## config.mk

```make
export PLATFORM = sky130hd
export DESIGN_NAME = signed_bcd_scan_display
export DESIGN_NICKNAME = d
export VERILOG_FILES = /design/src/rtl/signed_bcd_scan_display.sv
export SDC_FILE = /design/constraint.sdc
export NUM_CORES = 1
export LEC_CHECK = 0
export CORE_UTILIZATION = 35
export DETAILED_ROUTE_END_ITERATION = 10
export PLACE_DENSITY_LB_ADDON = 0.3
export SYNTH_ARGS = -nofsm -noshare
export SYNTH_HDL_FRONTEND = slang
export SYNTH_SLANG_ARGS = --single-unit
```

## constraint.sdc

```tcl
create_clock -name clk -period 4.9 [get_ports clk]
set_input_delay 0.98 -clock clk [delete_from_list [all_inputs] [get_ports clk]]
set_output_delay 0.98 -clock clk [all_outputs]
set_load 0.05 [all_outputs]
```

## src/rtl/signed_bcd_scan_display.sv

```systemverilog
// Signed binary to multiplexed 7-segment display driver.
// Takes a WIDTH-bit two's-complement value, converts its magnitude to BCD with an
// iterative double-dabble engine, then scans the digits out on one shared segment bus.
// Optional feature macro: DISP_SIGN_DIGIT_EN. When defined, the leftmost digit shows
// the sign and leading zeros are blanked.
module signed_bcd_scan_display #(
    parameter int unsigned WIDTH    = 8,
    parameter int unsigned DIGITS   = 4,
    parameter int unsigned SCAN_DIV = 50000
) (
    input  logic              clk,
    input  logic              reset,
    input  logic              start,
    input  logic [WIDTH-1:0]  inputValue,
    output logic              busy,
    output logic              done,
    output logic [DIGITS-1:0] digitSel,
    output logic [6:0]        segOut,
    output logic              signOut
);

    localparam int unsigned BCDW       = 4 * DIGITS;
    localparam int unsigned SHW        = BCDW + WIDTH;
    localparam int unsigned CW         = $clog2(WIDTH + 1);
    localparam int unsigned IW         = (DIGITS > 1) ? $clog2(DIGITS) : 1;
    localparam int unsigned PW         = (SCAN_DIV > 1) ? $clog2(SCAN_DIV) : 1;
    localparam int unsigned MIN_DIGITS = (WIDTH * 30103 + 99999) / 100000 + 1;

    localparam logic [6:0] SEG_BLANK = 7'b1111111;
    localparam logic [6:0] SEG_MINUS = 7'b0111111;
    localparam logic [6:0] SEG_ZERO  = 7'b1000000;

    // Elaboration-time parameter legality checks
    generate
        if (WIDTH < 2 || WIDTH > 16) begin : g_bad_width
            $error("WIDTH must be in 2..16");
        end
        if (DIGITS < MIN_DIGITS) begin : g_bad_digits
            $error("DIGITS too small for WIDTH");
        end
        if (SCAN_DIV < 1) begin : g_bad_div
            $error("SCAN_DIV must be >= 1");
        end
    endgenerate

    typedef enum logic [1:0] {IDLE, SHIFT, DONE} state_t;

    state_t           state, state_n;
    logic [SHW-1:0]   sh, sh_n, adj;
    logic [CW-1:0]    cnt, cnt_n;
    logic             cap_sign, cap_sign_n;
    logic [BCDW-1:0]  disp, disp_n;
    logic             sign_n, busy_n, done_n;
    logic [WIDTH-1:0] mag;
    logic [PW-1:0]    presc, presc_n;
    logic [IW-1:0]    idx, idx_n;

    // Plain numeral decode; anything above 9 shows blank
    function automatic logic [6:0] bcd7(input logic [3:0] n);
        case (n)
            4'd0:    return 7'b1000000;
            4'd1:    return 7'b1111001;
            4'd2:    return 7'b0100100;
            4'd3:    return 7'b0110000;
            4'd4:    return 7'b0011001;
            4'd5:    return 7'b0010010;
            4'd6:    return 7'b0000010;
            4'd7:    return 7'b1111000;
            4'd8:    return 7'b0000000;
            4'd9:    return 7'b0010000;
            default: return SEG_BLANK;
        endcase
    endfunction

`ifdef DISP_SIGN_DIGIT_EN
    // Sign in the leftmost digit, leading zeros blanked, digit 0 always a numeral
    function automatic logic [6:0] digit_code(input logic [BCDW-1:0] d, input logic s,
                                              input int unsigned i);
        logic [6:0] code;
        logic       lead;
        code = bcd7(d[4*i +: 4]);
        lead = 1'b1;
        for (int unsigned j = 1; j + 1 < DIGITS; j++) begin
            if (j >= i && d[4*j +: 4] != 4'd0) lead = 1'b0;
        end
        if (i == DIGITS - 1)
            code = s ? SEG_MINUS : SEG_BLANK;
        else if (i != 0 && lead)
            code = SEG_BLANK;
        return code;
    endfunction
`else
    // Every digit shows its magnitude nibble, leading zeros included
    function automatic logic [6:0] digit_code(input logic [BCDW-1:0] d, input int unsigned i);
        return bcd7(d[4*i +: 4]);
    endfunction
`endif

    // Magnitude of the two's-complement input; the most negative value maps to 2^(WIDTH-1)
    assign mag = inputValue[WIDTH-1] ? (~inputValue + WIDTH'(1)) : inputValue;

    // FSM state and conversion/display registers
    always_ff @(posedge clk or posedge reset) begin
        if (reset) begin
            state    <= IDLE;
            sh       <= '0;
            cnt      <= '0;
            cap_sign <= 1'b0;
            disp     <= '0;
            signOut  <= 1'b0;
            busy     <= 1'b0;
            done     <= 1'b0;
        end else begin
            state    <= state_n;
            sh       <= sh_n;
            cnt      <= cnt_n;
            cap_sign <= cap_sign_n;
            disp     <= disp_n;
            signOut  <= sign_n;
            busy     <= busy_n;
            done     <= done_n;
        end
    end

    // Next-state logic: accept, add-3/shift WIDTH times, then publish to display
    always_comb begin
        state_n    = state;
        sh_n       = sh;
        cnt_n      = cnt;
        cap_sign_n = cap_sign;
        disp_n     = disp;
        sign_n     = signOut;
        busy_n     = busy;
        done_n     = 1'b0;
        adj        = sh;
        case (state)
            IDLE: begin
                if (start) begin
                    sh_n       = {BCDW'(0), mag};
                    cap_sign_n = inputValue[WIDTH-1];
                    cnt_n      = '0;
                    busy_n     = 1'b1;
                    state_n    = SHIFT;
                end
            end
            SHIFT: begin
                for (int unsigned k = 0; k < DIGITS; k++) begin
                    if (adj[WIDTH + 4*k +: 4] >= 4'd5)
                        adj[WIDTH + 4*k +: 4] = adj[WIDTH + 4*k +: 4] + 4'd3;
                end
                sh_n  = {adj[SHW-2:0], 1'b0};
                cnt_n = cnt + CW'(1);
                if (cnt == CW'(WIDTH - 1)) state_n = DONE;
            end
            DONE: begin
                disp_n  = sh[SHW-1 -: BCDW];
                sign_n  = cap_sign;
                done_n  = 1'b1;
                busy_n  = 1'b0;
                state_n = IDLE;
            end
            default: state_n = IDLE;
        endcase
    end

    // Free-running prescaler and scan index
    always_comb begin
        presc_n = presc + PW'(1);
        idx_n   = idx;
        if (presc == PW'(SCAN_DIV - 1)) begin
            presc_n = '0;
            idx_n   = (idx == IW'(DIGITS - 1)) ? '0 : idx + IW'(1);
        end
    end

    // Digit enable and segments registered together from next-cycle values, so no skew
    always_ff @(posedge clk or posedge reset) begin
        if (reset) begin
            presc    <= '0;
            idx      <= '0;
            digitSel <= ~DIGITS'(1);
            segOut   <= SEG_ZERO;
        end else begin
            presc    <= presc_n;
            idx      <= idx_n;
            digitSel <= ~(DIGITS'(1) << idx_n);
`ifdef DISP_SIGN_DIGIT_EN
            segOut   <= digit_code(disp_n, sign_n, 32'(idx_n));
`else
            segOut   <= digit_code(disp_n, 32'(idx_n));
`endif
        end
    end

endmodule

```

==> metrics <==
Detailed Routing Iterations Pass 1=4; post-layout min period=3070 ps; Setup-failing EPs final=0; Die W=110.1 um; worst slew pin tran=1015 ps; Data required, critical path=5100 ps; P&R area growth vs syn=16.60%; CTS buffer count=9; Crit Path Class=reg -> reg; postcts setup bufs=0; most frequent cells in the layout=dfrtp_1, nand2_1, o21ai_0; area of the core=0.01142 sq mm; CTS tree=built; worst-path fanout max=9; Antenna diodes=0; H-Tree Depth=3; Clock Sinks=79; Post-DP Area=0.004454 sq mm; DR vias=2,987; Routed WL=8303 um; GR Overflow Total=0; VDD IR max=0.2662 mV; I/O pin cnt=25; CP Capture Type=flop; Worst Path Arrival=3270 ps; Worst-Skew Late Latency=330 ps; Synth Flop Type=dfrtp_1; post-synthesis cell type count=49; status=finished, final reports clean; Final ANT Viol Nets=0; I/O Buffers=24; drc violations=0; Syn Inst Count=397; Rows=39; Avg Cell Area, Syn=10.31 sq um; GRT Overall Usage=15.74%; met3 Use GR=3.351%; average routed wire per standard cell=14.59 um; pin count of the biggest net entering global routing=59; Final #Nets=449; most common cell after layout, fill and taps aside=dfrtp_1; fmax=0.3258 GHz; post_cts resized=0; EDFF count, synth=0; GR met2 Demand/Resource=26.16%; Final Max Tran Viols=0; clk_skew=4.436 ps; Die Height=110.1 um; Iteration-0 DRC Markers=159; number of global-route vias before repair=3,016; first-pass GRT wire length=14,460 um; initial core utilization=35.84%; Pleak=2.134 nW; CTS Root Cell=clkbuf_16; number of synthesized register bits=79; PwrDens=546.6 mW/mm^2; Max-Cap Viols=0; Worst slew margin=32.35%; dpl hpwl=5789 um; unrepaired setup endpoints after global routing=false; RD Place Congestion=0.7868; share of cells above drive strength 1=10.09%; clock buffer depth=2; Post-Syn Area=0.004093 sq mm; ys async rst share=100.0%; layer with the highest usage=met2; cts-stage hold buffer count=0; Synthesis Warnings=0; vias per cell=5.250; clk slew on worst S/H paths=60 ps; initial antenna violation count=0; met1 Use GR=19.87%; Hold Path Class=reg -> reg; CP Launch Type=flop; final instance area=0.004772 sq mm; period utilization=62.65%; Total Neg Setup Slack=0 ps; Fin. Hold Viols=0; Post-Syn Nets=425; total die area=0.01213 sq mm; sequential element share of the synthesized area=48.43%
cells in the mapped netlist (2+ instances only):
| library cell | instances | area [sq um] |
|---|---|---|
| dfrtp_1 | 75 | 1877 |
| nand2_1 | 60 | 225.2 |
| o21ai_0 | 39 | 195.2 |
| nor2_1 | 20 | 75.07 |
| a21oi_1 | 19 | 95.09 |
| inv_1 | 19 | 71.32 |
| ha_1 | 17 | 212.7 |
| xnor2_1 | 13 | 113.9 |
| nand3_1 | 11 | 55.05 |
| o22ai_1 | 10 | 62.56 |
| xor2_1 | 10 | 87.58 |
| nand2b_1 | 9 | 56.30 |
| mux2i_1 | 8 | 80.08 |
| mux4_2 | 8 | 180.2 |
| clkbuf_1 | 7 | 26.28 |
| nor3_1 | 7 | 35.03 |
| and4_1 | 5 | 43.79 |
| mux2_2 | 5 | 56.30 |
| a22o_1 | 4 | 35.03 |
| and3_1 | 4 | 25.02 |
| dfstp_2 | 4 | 105.1 |
| nand4_1 | 4 | 25.02 |
| buf_6 | 3 | 33.78 |
| or3_1 | 3 | 18.77 |
| a211oi_2 | 2 | 25.02 |
| a22oi_1 | 2 | 15.01 |
| a41oi_1 | 2 | 17.52 |
| and2_1 | 2 | 12.51 |
| and4bb_1 | 2 | 25.02 |
| buf_2 | 2 | 10.01 |
| nor3b_1 | 2 | 15.01 |
| o31ai_1 | 2 | 15.01 |
worst max-delay path: stages, from the launching register on:
cell,delay (ps)
dfrtp_1,410
ha_1,280
and3_4,240
and4_1,470
mux2i_4,380
inv_4,90
mux2i_1,370
inv_1,150
ha_1,320
inv_1,40
mux2i_1,130
a21oi_1,80
area by class of cell:
class	instances	area, sq um
clock buffers	13	250.2
multi-input cells	283	1952
repair buffers	26	255.2
fillers	1131	6646
clock inverters	3	67.56
well taps	143	178.9
inverters	22	86.33
flip-flops and latches	79	1982
path summary, 6_finish.rpt:
check                      startpoint        end  slack [ps]  depth (start not counted)
setup reg to reg             presc[0]  segOut[3]        1830                         11
setup / recovery             presc[0]  segOut[3]        1830                         11
hold reg to reg                cnt[3]   state[1]         480                          1
hold / removal                 cnt[3]   state[1]         480                          1
max in group asynchronous       reset   disp[10]        2880                          3
min in group asynchronous       reset     sh[10]        1180                          2
where the power goes:
group	switching (mW)	leakage (nW)	internal, mW
Combinational	0.498	0.996	0.374
Clock	0.258	0.150	0.461
Sequential	0.169	0.989	0.848
Total	0.926	2.13	1.68
cell families (layout without fill, tap and decap cells):
family	after synthesis	count (layout)	synth area share [%]
simple gates	135	135	16.60
mux	23	23	8.621
compound gates	85	85	12.26
xor+xnor	23	23	4.922
fa+ha+maj	17	17	5.197
flops	79	79	48.43
buf+inv	35	64	3.974
routing by layer:
metal	routed length (um)	part of all wire (%)
met2	4095	49
met1	3837	46
met5	0	0
met4	139	1.7
met3	230	2.8
sequential cells by signal (all words and copies together), names as in the netlist:
register and flops:
cnt 4, cap_sign 1, idx 2, segOut 7, done 1, presc 16
sh 24, busy 1, disp 16, state 2, digitSel 4, signOut 1
through the flow:
| step | total power [mW] | cells | util, % | setup slack [ps] | hold WS, ps |
|---|---|---|---|---|---|
| 5_1_grt | 2.814 | 569 | 41.79 | 1450 | 509.2 |
| 3_5_place_dp | 1.900 | 553 | 39.01 | 1820 | 470.1 |
| 3_3_place_gp | 1.870 | 553 | 39.01 | 1927 | 458.0 |
| 6_report | 2.608 | 569 | 41.79 | 1830 | 478.9 |
| 4_1_cts | 2.633 | 569 | 41.79 | 1792 | 482.2 |
| 2_1_floorplan | 1.659 | 397 | - | 1903 | 433.1 |
Note: power is estimated with default switching activity, not from simulation.
